`src/rtl/serial_alu_seq.sv`:
```
// Bit-serial ALU execution stage.
// Accepts operands and an opcode on start. Evaluates them LSB-first, one bit per
// clock, through a registered carry chain. Presents a registered result and flags
// with a one-cycle done pulse.
// Ports:
//   clk, rst_n      - clock, synchronous active-low reset
//   start           - request, sampled only when not busy
//   signal[2:0]     - opcode: 0=AND 1=OR 2=ADD 6=SUB 7=SLT (3..5 act as ADD)
//   dataA, dataB    - operands, captured when start is accepted
//   busy            - high while bits are being evaluated
//   done            - one-cycle pulse, result valid
//   dataOut         - registered result, held until the next op completes
//   cOut, zero, overflow - result flags
module serial_alu_seq #(
  parameter int unsigned WIDTH = 32
) (
  input  logic             clk,
  input  logic             rst_n,
  input  logic             start,
  input  logic [2:0]       signal,
  input  logic [WIDTH-1:0] dataA,
  input  logic [WIDTH-1:0] dataB,
  output logic             busy,
  output logic             done,
  output logic [WIDTH-1:0] dataOut,
  output logic             cOut,
  output logic             zero,
  output logic             overflow
);

  localparam int unsigned CNT_W = $clog2(WIDTH);
  localparam logic [CNT_W-1:0] LAST_BIT = CNT_W'(WIDTH - 1);

  localparam logic [2:0] OP_AND = 3'd0;
  localparam logic [2:0] OP_OR  = 3'd1;
  localparam logic [2:0] OP_SUB = 3'd6;
  localparam logic [2:0] OP_SLT = 3'd7;

  typedef enum logic [1:0] {S_IDLE, S_RUN, S_DONE} state_e;

  state_e           state_q, state_d;
  logic [WIDTH-1:0] a_q, a_d, b_q, b_d, res_q, res_d;
  logic [2:0]       op_q, op_d;
  logic [CNT_W-1:0] cnt_q, cnt_d;
  logic             carry_q, carry_d;
  logic             busy_q, busy_d, done_q, done_d;
  logic [WIDTH-1:0] data_out_q, data_out_d;
  logic             cout_q, cout_d, zero_q, zero_d, ovf_q, ovf_d;

  // Per-bit datapath signals derived from the captured operation
  logic             is_sub, is_logic;
  logic             a_bit, b_eff, sum_bit, carry_next, res_bit, ovf_bit;
  logic [WIDTH-1:0] res_full;

  function automatic logic op_is_sub(input logic [2:0] op);
    return (op == OP_SUB) || (op == OP_SLT);
  endfunction

  // One bit of the serial adder / logic unit
  always_comb begin
    is_sub     = op_is_sub(op_q);
    is_logic   = (op_q == OP_AND) || (op_q == OP_OR);
    a_bit      = a_q[cnt_q];
    b_eff      = b_q[cnt_q] ^ is_sub;
    sum_bit    = a_bit ^ b_eff ^ carry_q;
    carry_next = (a_bit & b_eff) | (carry_q & (a_bit ^ b_eff));
    unique case (op_q)
      OP_AND:  res_bit = a_bit & b_q[cnt_q];
      OP_OR:   res_bit = a_bit | b_q[cnt_q];
      default: res_bit = sum_bit;
    endcase
    // On the last bit carry_q is the carry into the MSB
    ovf_bit  = is_logic ? 1'b0 : (carry_q ^ carry_next);
    res_full = {res_bit, res_q[WIDTH-1:1]};
  end

  // Next-state and output-register logic
  always_comb begin
    state_d    = state_q;
    a_d        = a_q;
    b_d        = b_q;
    op_d       = op_q;
    cnt_d      = cnt_q;
    carry_d    = carry_q;
    res_d      = res_q;
    data_out_d = data_out_q;
    cout_d     = cout_q;
    zero_d     = zero_q;
    ovf_d      = ovf_q;

    unique case (state_q)
      S_IDLE, S_DONE: begin
        state_d = S_IDLE;
        if (start) begin
          a_d     = dataA;
          b_d     = dataB;
          op_d    = signal;
          cnt_d   = '0;
          carry_d = op_is_sub(signal);
          res_d   = '0;
          state_d = S_RUN;
        end
      end
      S_RUN: begin
        res_d   = res_full;
        carry_d = is_logic ? 1'b0 : carry_next;
        if (cnt_q == LAST_BIT) begin
          state_d = S_DONE;
          if (op_q == OP_SLT) begin
            data_out_d = {{(WIDTH-1){1'b0}}, sum_bit ^ ovf_bit};
          end else begin
            data_out_d = res_full;
          end
          cout_d = is_logic ? 1'b0 : carry_next;
          ovf_d  = ovf_bit;
          zero_d = (data_out_d == '0);
        end else begin
          cnt_d = cnt_q + CNT_W'(1);
        end
      end
      default: state_d = S_IDLE;
    endcase

    busy_d = (state_d == S_RUN);
    done_d = (state_d == S_DONE);
  end

  always_ff @(posedge clk) begin
    if (!rst_n) begin
      state_q    <= S_IDLE;
      a_q        <= '0;
      b_q        <= '0;
      op_q       <= '0;
      cnt_q      <= '0;
      carry_q    <= 1'b0;
      res_q      <= '0;
      busy_q     <= 1'b0;
      done_q     <= 1'b0;
      data_out_q <= '0;
      cout_q     <= 1'b0;
      zero_q     <= 1'b1;
      ovf_q      <= 1'b0;
    end else begin
      state_q    <= state_d;
      a_q        <= a_d;
      b_q        <= b_d;
      op_q       <= op_d;
      cnt_q      <= cnt_d;
      carry_q    <= carry_d;
      res_q      <= res_d;
      busy_q     <= busy_d;
      done_q     <= done_d;
      data_out_q <= data_out_d;
      cout_q     <= cout_d;
      zero_q     <= zero_d;
      ovf_q      <= ovf_d;
    end
  end

  assign busy     = busy_q;
  assign done     = done_q;
  assign dataOut  = data_out_q;
  assign cOut     = cout_q;
  assign zero     = zero_q;
  assign overflow = ovf_q;

endmodule

```
`config.mk`:
```
export PLATFORM = sky130hd
export DESIGN_NAME = serial_alu_seq
export DESIGN_NICKNAME = d
export VERILOG_FILES = /design/src/rtl/serial_alu_seq.sv
export SDC_FILE = /design/constraint.sdc
export NUM_CORES = 1
export LEC_CHECK = 0
export BUFFER_PORTS_ARGS = -buffer_cell sky130_fd_sc_hd__buf_4
export CAP_MARGIN = 20
export CORE_MARGIN = 4
export CORE_UTILIZATION = 50
export CTS_CLUSTER_DIAMETER = 80
export DETAILED_ROUTE_END_ITERATION = 16
export PLACE_DENSITY = 0.73
export SLEW_MARGIN = 20
export SYNTH_ARGS = -nofsm -noshare
export SYNTH_HDL_FRONTEND = slang
export SYNTH_SLANG_ARGS = --single-unit
```
`constraint.sdc`:
```
create_clock -name clk -period 4.6 [get_ports clk]
set_input_delay 0.69 -clock clk [delete_from_list [all_inputs] [get_ports clk]]
set_output_delay 0.69 -clock clk [all_outputs]
set_load 0.02 [all_outputs]
```
==> reports/qor.csv <==
stage;metric;value;unit
critical_path;crit_type;flip-flop to flip-flop;
clock_tree;max-clock-path-buffers;2;
place;gp_congestion;0.773;
hold_path;hold_depth;2;
hold_path;hold_class;flip-flop to flip-flop;
sta;setup_tns;0;ns
logic_synthesis;synthDistinctLibCells;39;
cells_and_area;nets;788;
die;placementRows;39;
clock_tree;cts_tree;yes;
grt;grt_max_degree;145;
sta;post-route-period-util;79.7;%
logic_synthesis;async_reset_ff_share;0;%
clock_tree;ctsHtreeMaxLevel;4;
sta;slew_headroom;40.8;%
sta;finalCriticalPeriod;3.66;ns
pwr;p_int;2.31;mW
critical_path;critPathCapture;zero;
critical_path;rr_endpoint;zero;
status;status;finished clean;
critical_path;startpoint_type;flip-flop;
die;dieArea;13700;sq um
sta;setup_viol;0;
pwr;seqPwrFrac;43.6;%
logic_synthesis;synthTopCellsByArea;dfxtp_1 (48%), nand2_1 (9.4%), a21boi_0 (8.8%), a22oi_1 (7.6%), nor2b_1 (7.0%);
pwr;comb_power_share;7.6;%
grt;grt_pass1_wl;22300;microns
clock_tree;root_buffer;clkbuf_16;
grt;first_global_vias;4752;
logic_synthesis;synth_area;5940;sq um
cells_and_area;area_delta_synth_final;24.9;%
hold_path;hold_path.startpoint;b_q[24];
route;drc;0;
logic_synthesis;synth_nets;708;
cells_and_area;finalNonFillerCells;871;
sta;tightest_slew;0.884;ns
sta;fin_skew;0.0196;ns
die;die_y;117;microns
cells_and_area;layout_commonest_cell;nand2_1;
critical_path;crit_fanout;19;
logic_synthesis;synth-seq-area-share;48.2;%
grt;overflow;0;
route;route.vias.total;4762;
cells_and_area;drive_gt1_share;22.1;%
logic_synthesis;synth_top_area_share;48.2;%
pwr;vdd_drop_max;0.195;mV
die;io_pins;107;
critical_path;worstPathRequired;4.93;ns
clock_tree;path_clk_slew;0.07;ns
place;dp_cells;839;
cells_and_area;final_cell_mix;nand2_1 (149), dfxtp_1 (143), buf_4 (111);
sta;finalMaxSlewViolations;0;
route;dr.pass1.iters;5;
critical_path;cp-end-kind;flip-flop;
clock_tree;post-cts-setup-buffers;0;
die;die_x;117;microns
critical_path;ff2ff_setup_slack;0.94;ns
logic_synthesis;synth_edf_count;0;
critical_path;regToRegStartpoint;cnt_q[1];
critical_path;reg2regPathDepth;12;
pwr;swShare;22.9;%
grt;antenna_found_initial;0;
die;start_util;51.6;%
logic_synthesis;syn-mean-instance-area;9.35;sq um
route;ant_nets;0;
job;drv_cap;0;
place;port_buffers;106;
clock_tree;ctsResizeCount;0;
logic_synthesis;synth-seq-cells;143;
sta;clock.fmax;0.273;GHz
pwr;leakagePower;2.84;nW
logic_synthesis;yosys_most_used_dff;dfxtp_1;
clock_tree;cts_made_buffers;17;
route;wl_per_cell;15.5;microns
clock_tree;insertion_delay;0.42;ns
pwr;p_sw;684;uW
logic_synthesis;yosys_warnings;0;
pwr;clkPwrFrac;48.9;%
grt;grt_usage;20.5;%
logic_synthesis;syn-instance-count;635;
sta;hold_viol;0;
route;drt-total-wl;13500;microns
route;vias_per_cell;5.47;
pwr;power-per-cell-area;404;nW/um^2
cells_and_area;antenna_cells;0;
clock_tree;clock_sinks;143;
clock_tree;hold_buffers;0;
critical_path;setup.worst_path.start;cnt_q[1];
logic_synthesis;synth.largest_area_cell;dfxtp_1;
die;core;11500;sq um
place;dp_hpwl;9170;microns
sta;rsz0062_at_grt;no;
critical_path;crit_arrival;4.00;ns
route;drtIter0Drc;374;
power groups by stage:
stage | clock [mW] | sequential, mW | combinational (mW)
after floorplan | 0 | 1.32 | 0.154
after global placement | 0 | 1.33 | 0.219
after detailed placement | 0 | 1.33 | 0.227
after CTS | 1.48 | 1.30 | 0.229
after global routing | 1.53 | 1.31 | 0.253
final | 1.46 | 1.30 | 0.227
layer usage:
metal | GRT usage, % | share of wire, % | up-vias
met2 | 35.2 | 50 | 130
met1 | 25.1 | 43 | 2257
met5 | 0 | 0 | -
met3 | 4.37 | 4.8 | 18
met4 | 8.03 | 1.5 | 0
li1 | - | - | 2357
through the flow:
step           power (mW)  setup WS [ns]  area (sq um)  hold WS (ns)  utilization [%]
6_report             2.99          0.936          7420         0.462             64.4
5_1_grt              3.09          0.687          7420         0.494             64.4
4_1_cts              3.01          0.914          7410         0.470             64.3
3_5_place_dp         1.56          0.969          6770         0.460             58.8
3_3_place_gp         1.55           1.09          6770         0.456             58.8
2_1_floorplan        1.47           1.41          5940         0.439                -
cells in the mapped netlist, types with 2 or more instances:
master	instances
nor4_1	7
nor2b_1	66
o22ai_1	3
a21boi_0	70
buf_1	3
xor2_1	2
mux4_1	8
nand2_1	149
and2_1	2
and3_1	5
mux2i_1	2
inv_1	4
nand3_1	2
a2111oi_0	2
mux4_2	9
a21oi_1	2
nand2b_1	3
xnor2_1	3
o21ai_0	8
a31o_1	2
nand4_1	3
buf_2	2
a22oi_1	60
nor3_1	5
ha_1	2
dfxtp_1	143
clkbuf_1	44
nor2_1	13
cell type report:
class,instances,area [sq um]
clock buffer,18,429
timing repair buffer,112,845
sequential,143,2860
tap,143,179
multi-input combinational,437,2880
clock inverter,14,208
inverter,4,15.0
fill,958,4100
worst max-delay path: stages (launching register included):
cell and delay [ns]:
dfxtp_1 0.81, mux4_2 0.42, mux4_2 0.50, a211oi_2 0.31
xnor2_1 0.13, fa_1 0.42, xor2_1 0.16, nor2_1 0.15
xor2_1 0.16, nand2_1 0.06, o21ai_0 0.16, o211ai_1 0.15
o21ai_1 0.14
logic make-up after synthesis:
logic type / after synthesis / synth area share (%)
AO/OA/AOI/OAI: 152 / 18.9
multiplexers: 20 / 7.52
flip-flops: 143 / 48.2
XOR/XNOR: 5 / 0.738
adder cells (fa/ha/maj): 4 / 0.948
buffers and inverters: 55 / 3.71
AND/OR/NAND/NOR: 256 / 20.0
flip-flops by register name, indices dropped and copies added (netlist names), 2 cells and up:
signal and count:
a_q 32, dataOut 32, state_q 2, b_q 32
op_q 3, cnt_q 5, res_q 31
worst min path at each step:
stage               endpoint  slack, ns
floorplan            b_q[13]       0.44
global placement      a_q[6]       0.46
detailed placement   b_q[24]       0.46
CTS                  b_q[24]       0.47
global route         b_q[30]       0.49
finish               b_q[24]       0.46
No activity file was read; power rests on OpenSTA's default activity.
